--- src/rtl/fifo_pkt_reader_pkg.sv ---
// ============================================================================
// Module      : fifo_pkt_reader_pkg
// Description : Shared types and default constants for the FIFO packet reader.
// Revision    : 1.0  initial release
// ============================================================================
`default_nettype none

package fifo_pkt_reader_pkg;

    localparam int c_DEF_WIDTH       = 9;
    localparam int c_DEF_MAX_PKT_LEN = 256;
    localparam int c_DEF_LEN_WIDTH   = 9;
    localparam int c_FLAG_BIT        = c_DEF_WIDTH - 1;

    typedef enum logic [1:0] {
        ST_SOP     = 2'd0,
        ST_BODY    = 2'd1,
        ST_DISCARD = 2'd2
    } state_t;

    function automatic logic [15:0] sat_inc16(input logic [15:0] v);
        return (v == 16'hFFFF) ? v : v + 16'd1;
    endfunction

endpackage

`default_nettype wire

--- src/rtl/fifo_pkt_skid2.sv ---
// ============================================================================
// Module      : fifo_pkt_skid2
// Description : Two-entry {data,last} skid buffer; the head entry drives the
//               registered valid/ready output stream.
// Revision    : 1.0  initial release
// ============================================================================
`default_nettype none

module fifo_pkt_skid2 #(
    parameter int DW = 8
) (
    input  logic          i_clk,
    input  logic          i_reset,
    input  logic          i_push,
    input  logic [DW-1:0] i_data,
    input  logic          i_last,
    input  logic          i_ready,
    output logic [DW-1:0] o_data,
    output logic          o_last,
    output logic          o_valid,
    output logic [1:0]    o_count
);

    logic [DW-1:0] r_head_data;
    logic [DW-1:0] r_tail_data;
    logic          r_head_last;
    logic          r_tail_last;
    logic          r_valid;
    logic [1:0]    r_count;
    logic          w_pop;

    assign w_pop = r_valid && i_ready;

    always_ff @(posedge i_clk) begin
        if (i_reset) begin
            r_head_data <= '0;
            r_tail_data <= '0;
            r_head_last <= 1'b0;
            r_tail_last <= 1'b0;
            r_valid     <= 1'b0;
            r_count     <= 2'd0;
        end else begin
            case (r_count)
                2'd0: begin
                    if (i_push) begin
                        r_head_data <= i_data;
                        r_head_last <= i_last;
                        r_valid     <= 1'b1;
                        r_count     <= 2'd1;
                    end
                end
                2'd1: begin
                    case ({i_push, w_pop})
                        2'b11: begin
                            r_head_data <= i_data;
                            r_head_last <= i_last;
                        end
                        2'b10: begin
                            r_tail_data <= i_data;
                            r_tail_last <= i_last;
                            r_count     <= 2'd2;
                        end
                        2'b01: begin
                            r_valid <= 1'b0;
                            r_count <= 2'd0;
                        end
                        default: ;
                    endcase
                end
                default: begin
                    // The reader never pushes while full, so only a pop matters here.
                    if (w_pop) begin
                        r_head_data <= r_tail_data;
                        r_head_last <= r_tail_last;
                        r_count     <= 2'd1;
                    end
                end
            endcase
        end
    end

    assign o_data  = r_head_data;
    assign o_last  = r_head_last;
    assign o_valid = r_valid;
    assign o_count = r_count;

endmodule

`default_nettype wire

--- src/rtl/fifo_pkt_reader.sv ---
// ============================================================================
// Module      : fifo_pkt_reader
// Description : Pops a FWFT FIFO, splits payload/EOP flag, enforces a maximum
//               packet length. Optional stats: FIFO_PKT_READER_STATS_EN.
// Revision    : 1.0  initial release
// ============================================================================
`default_nettype none

module fifo_pkt_reader
    import fifo_pkt_reader_pkg::*;
#(
    parameter int WIDTH       = c_DEF_WIDTH,
    parameter int MAX_PKT_LEN = c_DEF_MAX_PKT_LEN,
    parameter int LEN_WIDTH   = c_DEF_LEN_WIDTH
) (
    input  logic                 i_clk,
    input  logic                 i_reset,
    input  logic [WIDTH-1:0]     i_fifo_dout,
    input  logic                 i_fifo_empty,
    output logic                 o_fifo_read,
    output logic [WIDTH-2:0]     o_out_data,
    output logic                 o_out_last,
    output logic                 o_out_valid,
    input  logic                 i_out_ready,
    output logic [LEN_WIDTH-1:0] o_pkt_len,
    output logic                 o_pkt_done,
    output logic                 o_over_len,
    output logic                 o_idle,
    output logic [15:0]          o_pkt_count,
    output logic [15:0]          o_drop_count
);

    localparam int                   c_FLAG      = WIDTH - 1;
    localparam logic [LEN_WIDTH-1:0] c_TRUNC_CNT = LEN_WIDTH'(MAX_PKT_LEN - 1);

    state_t               r_state;
    logic [LEN_WIDTH-1:0] r_in_cnt;
    logic [LEN_WIDTH-1:0] r_out_cnt;
    logic [LEN_WIDTH-1:0] r_pkt_len;
    logic                 r_pkt_done;
    logic                 r_over_len;

    logic                 w_pop;
    logic                 w_store;
    logic                 w_flag;
    logic                 w_trunc;
    logic                 w_hs;
    logic [1:0]           w_skid_count;

    assign w_flag  = i_fifo_dout[c_FLAG];
    assign w_pop   = !i_reset && !i_fifo_empty &&
                     ((r_state == ST_DISCARD) || (w_skid_count < 2'd2));
    assign w_store = w_pop && (r_state != ST_DISCARD);
    // The MAX_PKT_LEN-th byte without an EOP flag closes the packet early.
    assign w_trunc = w_store && (r_state == ST_BODY) && !w_flag && (r_in_cnt == c_TRUNC_CNT);
    assign w_hs    = o_out_valid && i_out_ready;

    always_ff @(posedge i_clk) begin
        if (i_reset) begin
            r_state    <= ST_SOP;
            r_in_cnt   <= '0;
            r_over_len <= 1'b0;
        end else begin
            r_over_len <= w_trunc;
            if (w_pop) begin
                case (r_state)
                    ST_SOP: begin
                        if (!w_flag) begin
                            r_in_cnt <= LEN_WIDTH'(1);
                            r_state  <= ST_BODY;
                        end
                    end
                    ST_BODY: begin
                        if (w_flag || w_trunc) begin
                            r_in_cnt <= '0;
                            r_state  <= w_flag ? ST_SOP : ST_DISCARD;
                        end else begin
                            r_in_cnt <= r_in_cnt + 1'b1;
                        end
                    end
                    ST_DISCARD: begin
                        if (w_flag) begin
                            r_state <= ST_SOP;
                        end
                    end
                    default: r_state <= ST_SOP;
                endcase
            end
        end
    end

    always_ff @(posedge i_clk) begin
        if (i_reset) begin
            r_out_cnt  <= '0;
            r_pkt_len  <= '0;
            r_pkt_done <= 1'b0;
        end else begin
            r_pkt_done <= w_hs && o_out_last;
            if (w_hs) begin
                if (o_out_last) begin
                    r_pkt_len <= r_out_cnt + 1'b1;
                    r_out_cnt <= '0;
                end else begin
                    r_out_cnt <= r_out_cnt + 1'b1;
                end
            end
        end
    end

    fifo_pkt_skid2 #(
        .DW (WIDTH - 1)
    ) u_skid (
        .i_clk   (i_clk),
        .i_reset (i_reset),
        .i_push  (w_store),
        .i_data  (i_fifo_dout[c_FLAG-1:0]),
        .i_last  (w_flag || w_trunc),
        .i_ready (i_out_ready),
        .o_data  (o_out_data),
        .o_last  (o_out_last),
        .o_valid (o_out_valid),
        .o_count (w_skid_count)
    );

`ifdef FIFO_PKT_READER_STATS_EN
    logic [15:0] r_pkt_count;
    logic [15:0] r_drop_count;

    always_ff @(posedge i_clk) begin
        if (i_reset) begin
            r_pkt_count  <= '0;
            r_drop_count <= '0;
        end else begin
            if (w_hs && o_out_last) begin
                r_pkt_count <= sat_inc16(r_pkt_count);
            end
            if (w_pop && (r_state == ST_DISCARD)) begin
                r_drop_count <= sat_inc16(r_drop_count);
            end
        end
    end

    assign o_pkt_count  = r_pkt_count;
    assign o_drop_count = r_drop_count;
`else
    assign o_pkt_count  = 16'd0;
    assign o_drop_count = 16'd0;
`endif

    assign o_fifo_read = w_pop;
    assign o_pkt_len   = r_pkt_len;
    assign o_pkt_done  = r_pkt_done;
    assign o_over_len  = r_over_len;
    assign o_idle      = (r_state == ST_SOP) && (w_skid_count == 2'd0);

endmodule

`default_nettype wire

--- config.mk ---
export PLATFORM = sky130hd
export DESIGN_NAME = fifo_pkt_reader
export DESIGN_NICKNAME = d
export VERILOG_FILES = /design/src/rtl/fifo_pkt_reader_pkg.sv /design/src/rtl/fifo_pkt_skid2.sv /design/src/rtl/fifo_pkt_reader.sv
export SDC_FILE = /design/constraint.sdc
export NUM_CORES = 1
export LEC_CHECK = 0
export CORE_MARGIN = 8
export CORE_UTILIZATION = 49
export CTS_CLUSTER_SIZE = 14
export DETAILED_ROUTE_END_ITERATION = 8
export PLACE_DENSITY = 0.77
export SYNTH_ARGS = -nofsm -noshare
export SYNTH_HDL_FRONTEND = slang
export SYNTH_SLANG_ARGS = --single-unit
export TNS_END_PERCENT = 50
--- constraint.sdc ---
create_clock -name i_clk -period 2.67 [get_ports i_clk]
set_input_delay 0.267 -clock i_clk [delete_from_list [all_inputs] [get_ports i_clk]]
set_output_delay 0.267 -clock i_clk [all_outputs]
set_load 0.05 [all_outputs]
======== After elaboration in Yosys (flattened, before gate mapping) ========
Index checks and enable logic that the tools add are counted.
storage, ports and cells
  register bits ........................... 52
  input port bits ......................... 13
  word-level logic and storage cells ...... 80
cells by class
  $add $sub $neg .......................... 2
  order comparisons ....................... 1
  equality and inequality tests ........... 15
  muxes and demuxes ....................... 24
  reductions and logical operators ........ 26
operators by type and width
  kind                                                                      count
  9-bit two-way mux                                                         3
  8-bit two-way mux                                                         3
  9-bit by 1-bit adder with 9-bit output (second input constant)            2
  9-bit one-hot mux with 2 select lines                                     1
  8-bit one-hot mux with 2 select lines                                     1
  2-bit two-way mux                                                         6
  3-bit AND reduction                                                       4
  2-bit inequality test (second input constant)                             5
  9-bit by 8-bit == test with 1-bit output (second input constant)          1
  1-bit logical AND                                                         9
  2-bit one-hot mux with 2 select lines                                     2
  2-bit by 1-bit == test with 1-bit output (second input constant)          3
  2-bit == test (second input constant)                                     3
  2-bit one-hot mux with 3 select lines                                     1
  1-bit two-way mux                                                         5
  2-bit logical NOT                                                         2
  2-bit by 1-bit inequality test with 1-bit output (second input constant)  2
  1-bit one-hot mux with 2 select lines                                     2
  2-bit AND reduction                                                       2
  4-bit AND reduction                                                       1
  2-bit nonzero test                                                        2
  1-bit logical NOT                                                         3
  3-bit inequality test (second input constant)                             1
  3-bit nonzero test                                                        1
  other kinds (2)                                                           3

======== Logic depth before layout (Yosys ltp) ========
  depth in word-level cells ............... 10
  gate-level depth with buffers ........... 9
  mapped depth without buffers ............ 8

======== Modules after synthesis ========
Synthesis repeated with hierarchy kept, for this count alone.
second synthesis, totals
  cells, all modules ...................... 309
  area total of the unflattened synthesis .. 2812.7 sq um
modules (own cells, without submodules)
  module           times used  cells each  area an instance (sq um)  sequential area each (sq um)
  fifo_pkt_reader  1           209         1766.7                    620.6
  fifo_pkt_skid2   1           100         1046.0                    420.4

======== Worst setup path after synthesis ========
No wires, ideal clock.
  path kind ............................... register to output
  from .................................... register u_skid.r_count[1], in the netlist u_skid.o_count[1]
  to ...................................... output o_idle
  arrival ................................. 2.156 ns
  slack ................................... 0.247 ns
  cell stages (with the launch flop) ...... 4
  path buffers ............................ 2
  cell sequence ........................... dfxtp_1 buf_4 buf_2 nor4_1
on the way
  longest elaborated chain between the ends .. 2
RTL lines
  what                      RTL line                text
  start: declaration        fifo_pkt_skid2.sv:29    logic [1:0] r_count;
  start signal: assignment  fifo_pkt_skid2.sv:41    r_count <= 2'd0;
  start signal: assignment  fifo_pkt_skid2.sv:49    r_count <= 2'd1;
  start signal: assignment  fifo_pkt_skid2.sv:61    r_count <= 2'd2;
  2-bit logical NOT         fifo_pkt_reader.sv:154  assign o_idle = (r_state == ST_SOP) && (w_skid_count == 2'd0);
  1-bit logical AND         fifo_pkt_reader.sv:154
  end: declaration          fifo_pkt_reader.sv:28   output logic o_idle,
No other way between the ends.

======== Worst setup path in the final report ========
  from .................................... register u_skid.r_count[0], in the netlist u_skid.o_count[0]
  to ...................................... output o_idle
The elaborated chain is that of the path after synthesis.

==> metrics.md <==
| Metric | Value |
|---|---|
| Layout cells sized above 1 | 7.76% |
| Dominant synthesized flop cell | dfxtp_1 |
| Fraction of registers with async set/reset | 0% |
| Pre-Repair DR Iteration Count | 4 |
| Slowest-stage cell, CP | clkdlybuf4s50_1 |
| H-tree depth | 2 |
| Synthesized area | about 0.0027 mm² |
| Crit Path Class | reg -> out |
| Starting Density | 49.9% |
| Largest net degree at the start of global routing | 42 |
| GR Overflow Total | 0 |
| Top delay family on crit path | buffers and inverters |
| Seq cells post-synth | 52 |
| Status | complete, no violations |
| RSZ-0062 raised after global routing | false |
| Root Driver | clkbuf_8 |
| Hold Violations, Final | 0 |
| Initial antenna violation count | 0 |
| Synth warnings | 0 |
| Slew headroom | 59.8% |
| Crit. End Element | output port |
| Setup TNS | 0 ns |
| Worst path arrival time | ~2.0 ns |
| Die H | around 90 µm |
| Max-cap violations | 0 |
| Post-route DRC | 0 |
| CP max FO | 9 |
| FF+latch area | between 0.001 and 0.0015 mm² |
| Hold Path Origin | i_reset |
| WL/cell | between 10 and 15 µm |
| FF-to-FF path depth | 7 |
| Max incr delay on CP | a little under 0.9 ns |
| R2R Path End | u_skid.o_data[1]$_SDFFE_PP0P_ |
| Pre-CTS WS | about 0.34 ns |
| Power Density | ~560 mW/mm² |
| Crit share post-route | between 80% and 90% |
| Area grow syn2layout | 14.0% |
| Die Footprint | slightly above 0.008 mm² |
| R2R setup slack | ~0.45 ns |
| Top-count cell post-synth | dfxtp_1 |
| Synth area leader | dfxtp_1 |
| Final min period | ~2.3 ns |
| Synth cell count leaders | dfxtp_1 (52), nor2_1 (36), buf_4 (34), a21oi_1 (23), mux2i_1 (22) |
| Clock sinks | 52 |
| Hold endpoint | u_skid.o_count[0]$_SDFFE_PP0P_ |
| FMAX | between 400 and 500 MHz |
| # Post-CTS Setup Buffers | 0 |
| CTS tree | built |
| First-pass GRT wire length | approximately 9100 µm |
| Filler cells | around 540 |
| Post-synth EDFFs | 0 |
| Hpwl dp | approximately 4000 µm |
| Wire length after detailed routing | around 5300 µm |
| Via count | 2076 |
| Startpoint types | flip-flop |
| DR iter-0 viols | around 120 |
| Port-buffer cells | 35 |
| WHS | between 0.3 and 0.4 ns |
| Critical path, cell by cell | nor4_1 -> clkdlybuf4s50_1 |
| Remaining antenna violation count | 0 |
| Seq/Total Area, Yosys | between 30% and 40% |
| Yosys top cell area share | between 30% and 40% |
| Core footprint | between 0.005 and 0.006 mm² |
| Die W | 90.4 µm |
| DR vias/cell | roughly 5.1 |
| Setup-failing EPs final | 0 |
| Worst-margin pin slew | roughly 0.6 ns |
| Top Ports | 68 |
| WHS Path Cells | 2 |
| Vias in the first global route | 1997 |
| Hold Buf Count CTS | 0 |
| Multi-input gate area | roughly 0.0014 mm² |
| Clock transition at the registers of the reported paths | about 0.090 ns |
| CTS buffer count | 5 |
| Largest cells by area after synthesis | dfxtp_1 (38%), buf_4 (9.4%), mux2i_1 (8.1%) |
| Syn Area/Cell | between 8 and 9 µm² |
| CP Data Required Time | about 2.4 ns |
| Clk_lat worst skew | about 0.30 ns |
| Resized cells post-CTS | 0 |
| Diodes inserted | 0 |
| P_leak | 1.19 nW |
| Placer Congestion | approximately 0.77 |
| Layout Skew | 0.00742 ns |
| Total GRT Usage | about an eighth |
| RR Startpoint | r_state[0]$_SDFFE_PP0P_ |
| Peak supply drop | around 0.35 mV |
| Worst hold-check path type | in -> reg |
| Worst path buffer plus inverter count | 1 |
| Site Rows | 27 |
| Synth cell types | 53 |
| Buffer levels on the longest clock path | 2 |
| Worst setup margin | 0.402 ns |
| Slew Limit Fails | 0 |
| Syn Inst Count | between 300 and 400 |
| Final nets | 353 |
## placed cells by master (no fill, tap or decap), types with 7 or more instances in the layout
cell type         n
dfxtp_1          52
nor2_1           36
clkdlybuf4s50_1  33
conb_1           32
a21oi_1          23
mux2i_1          22
nand2_1          15
a211oi_1         15
inv_1             7
buf_4             7
## kinds of logic (layout without fill, tap and decap cells)
kind of cell	Yosys count	in the layout	synth area share [%]
other	1	32	0.138
muxes	23	23	8.53
DFF	52	52	38.4
AOI/OAI and AO/OA	60	60	15.4
buffers and inverters	56	56	12.8
xor gates and xnor gates	11	11	3.55
adders and majority gates	6	6	2.77
and+or+nand+nor	95	95	18.4
## layout make-up
type / instances / area share [%]
inverter: 7 / 0.850
clock inverter: 2 / 1.13
timing repair buffer: 41 / 12.5
clock buffer: 6 / 2.35
tap: 72 / 2.91
multi-input combinational: 227 / 46.6
sequential: 52 / 33.7
## routing by layer
layer | global-route usage, % | wire, µm | vias up
met2 | 20.3 | 2320 | 55
met1 | 15.6 | 2490 | 962
li1 | - | - | 1054
met5 | 0 | 0 | -
met3 | 4.74 | 375 | 5
met4 | 4.99 | 64 | 0
## power breakdown
part           total (mW)  switching, mW  internal (mW)
Sequential          0.835         0.0310          0.804
Clock               0.528          0.249          0.278
Combinational       0.383          0.274          0.109
Total                1.75          0.555           1.19
## worst max-delay path by stage
stage | cells after the start | startpoint | slack, ns | end
after CTS | 2 | u_skid.o_count[0]$_SDFFE_PP0P_ | 0.38 | o_idle
after detailed placement | 7 | i_fifo_empty | 0.34 | u_skid.o_data[5]$_SDFFE_PP0P_
after global routing | 6 | r_state[0]$_SDFFE_PP0P_ | 0.25 | u_skid.o_count[1]$_SDFFE_PP0P_
after global placement | 7 | i_fifo_empty | 0.39 | u_skid.o_data[2]$_SDFFE_PP0P_
final | 2 | u_skid.o_count[0]$_SDFFE_PP0P_ | 0.40 | o_idle
after floorplan | 3 | u_skid.o_count[1]$_SDFFE_PP0P_ | 0.25 | o_idle
## metrics by stage
stage	instance area [µm²]	total power [mW]	utilization (%)	instances
2_1_floorplan	2830	1.18	-	335
3_3_place_gp	2990	1.23	54.9	399
3_5_place_dp	2990	1.24	54.9	399
4_1_cts	3090	1.76	56.9	407
5_1_grt	3090	1.82	56.9	407
6_report	3090	1.75	56.9	407
## state kept, by name (all words and copies together), names as in the netlist
signal	cells
o_pkt_len	9
r_in_cnt	9
r_state	2
u_skid.o_valid	1
r_out_cnt	9
o_over_len	1
u_skid.r_tail_last	1
u_skid.o_data	8
u_skid.o_count	2
u_skid.o_last	1
o_pkt_done	1
u_skid.r_tail_data	8
(Power assumes the default switching activity.)
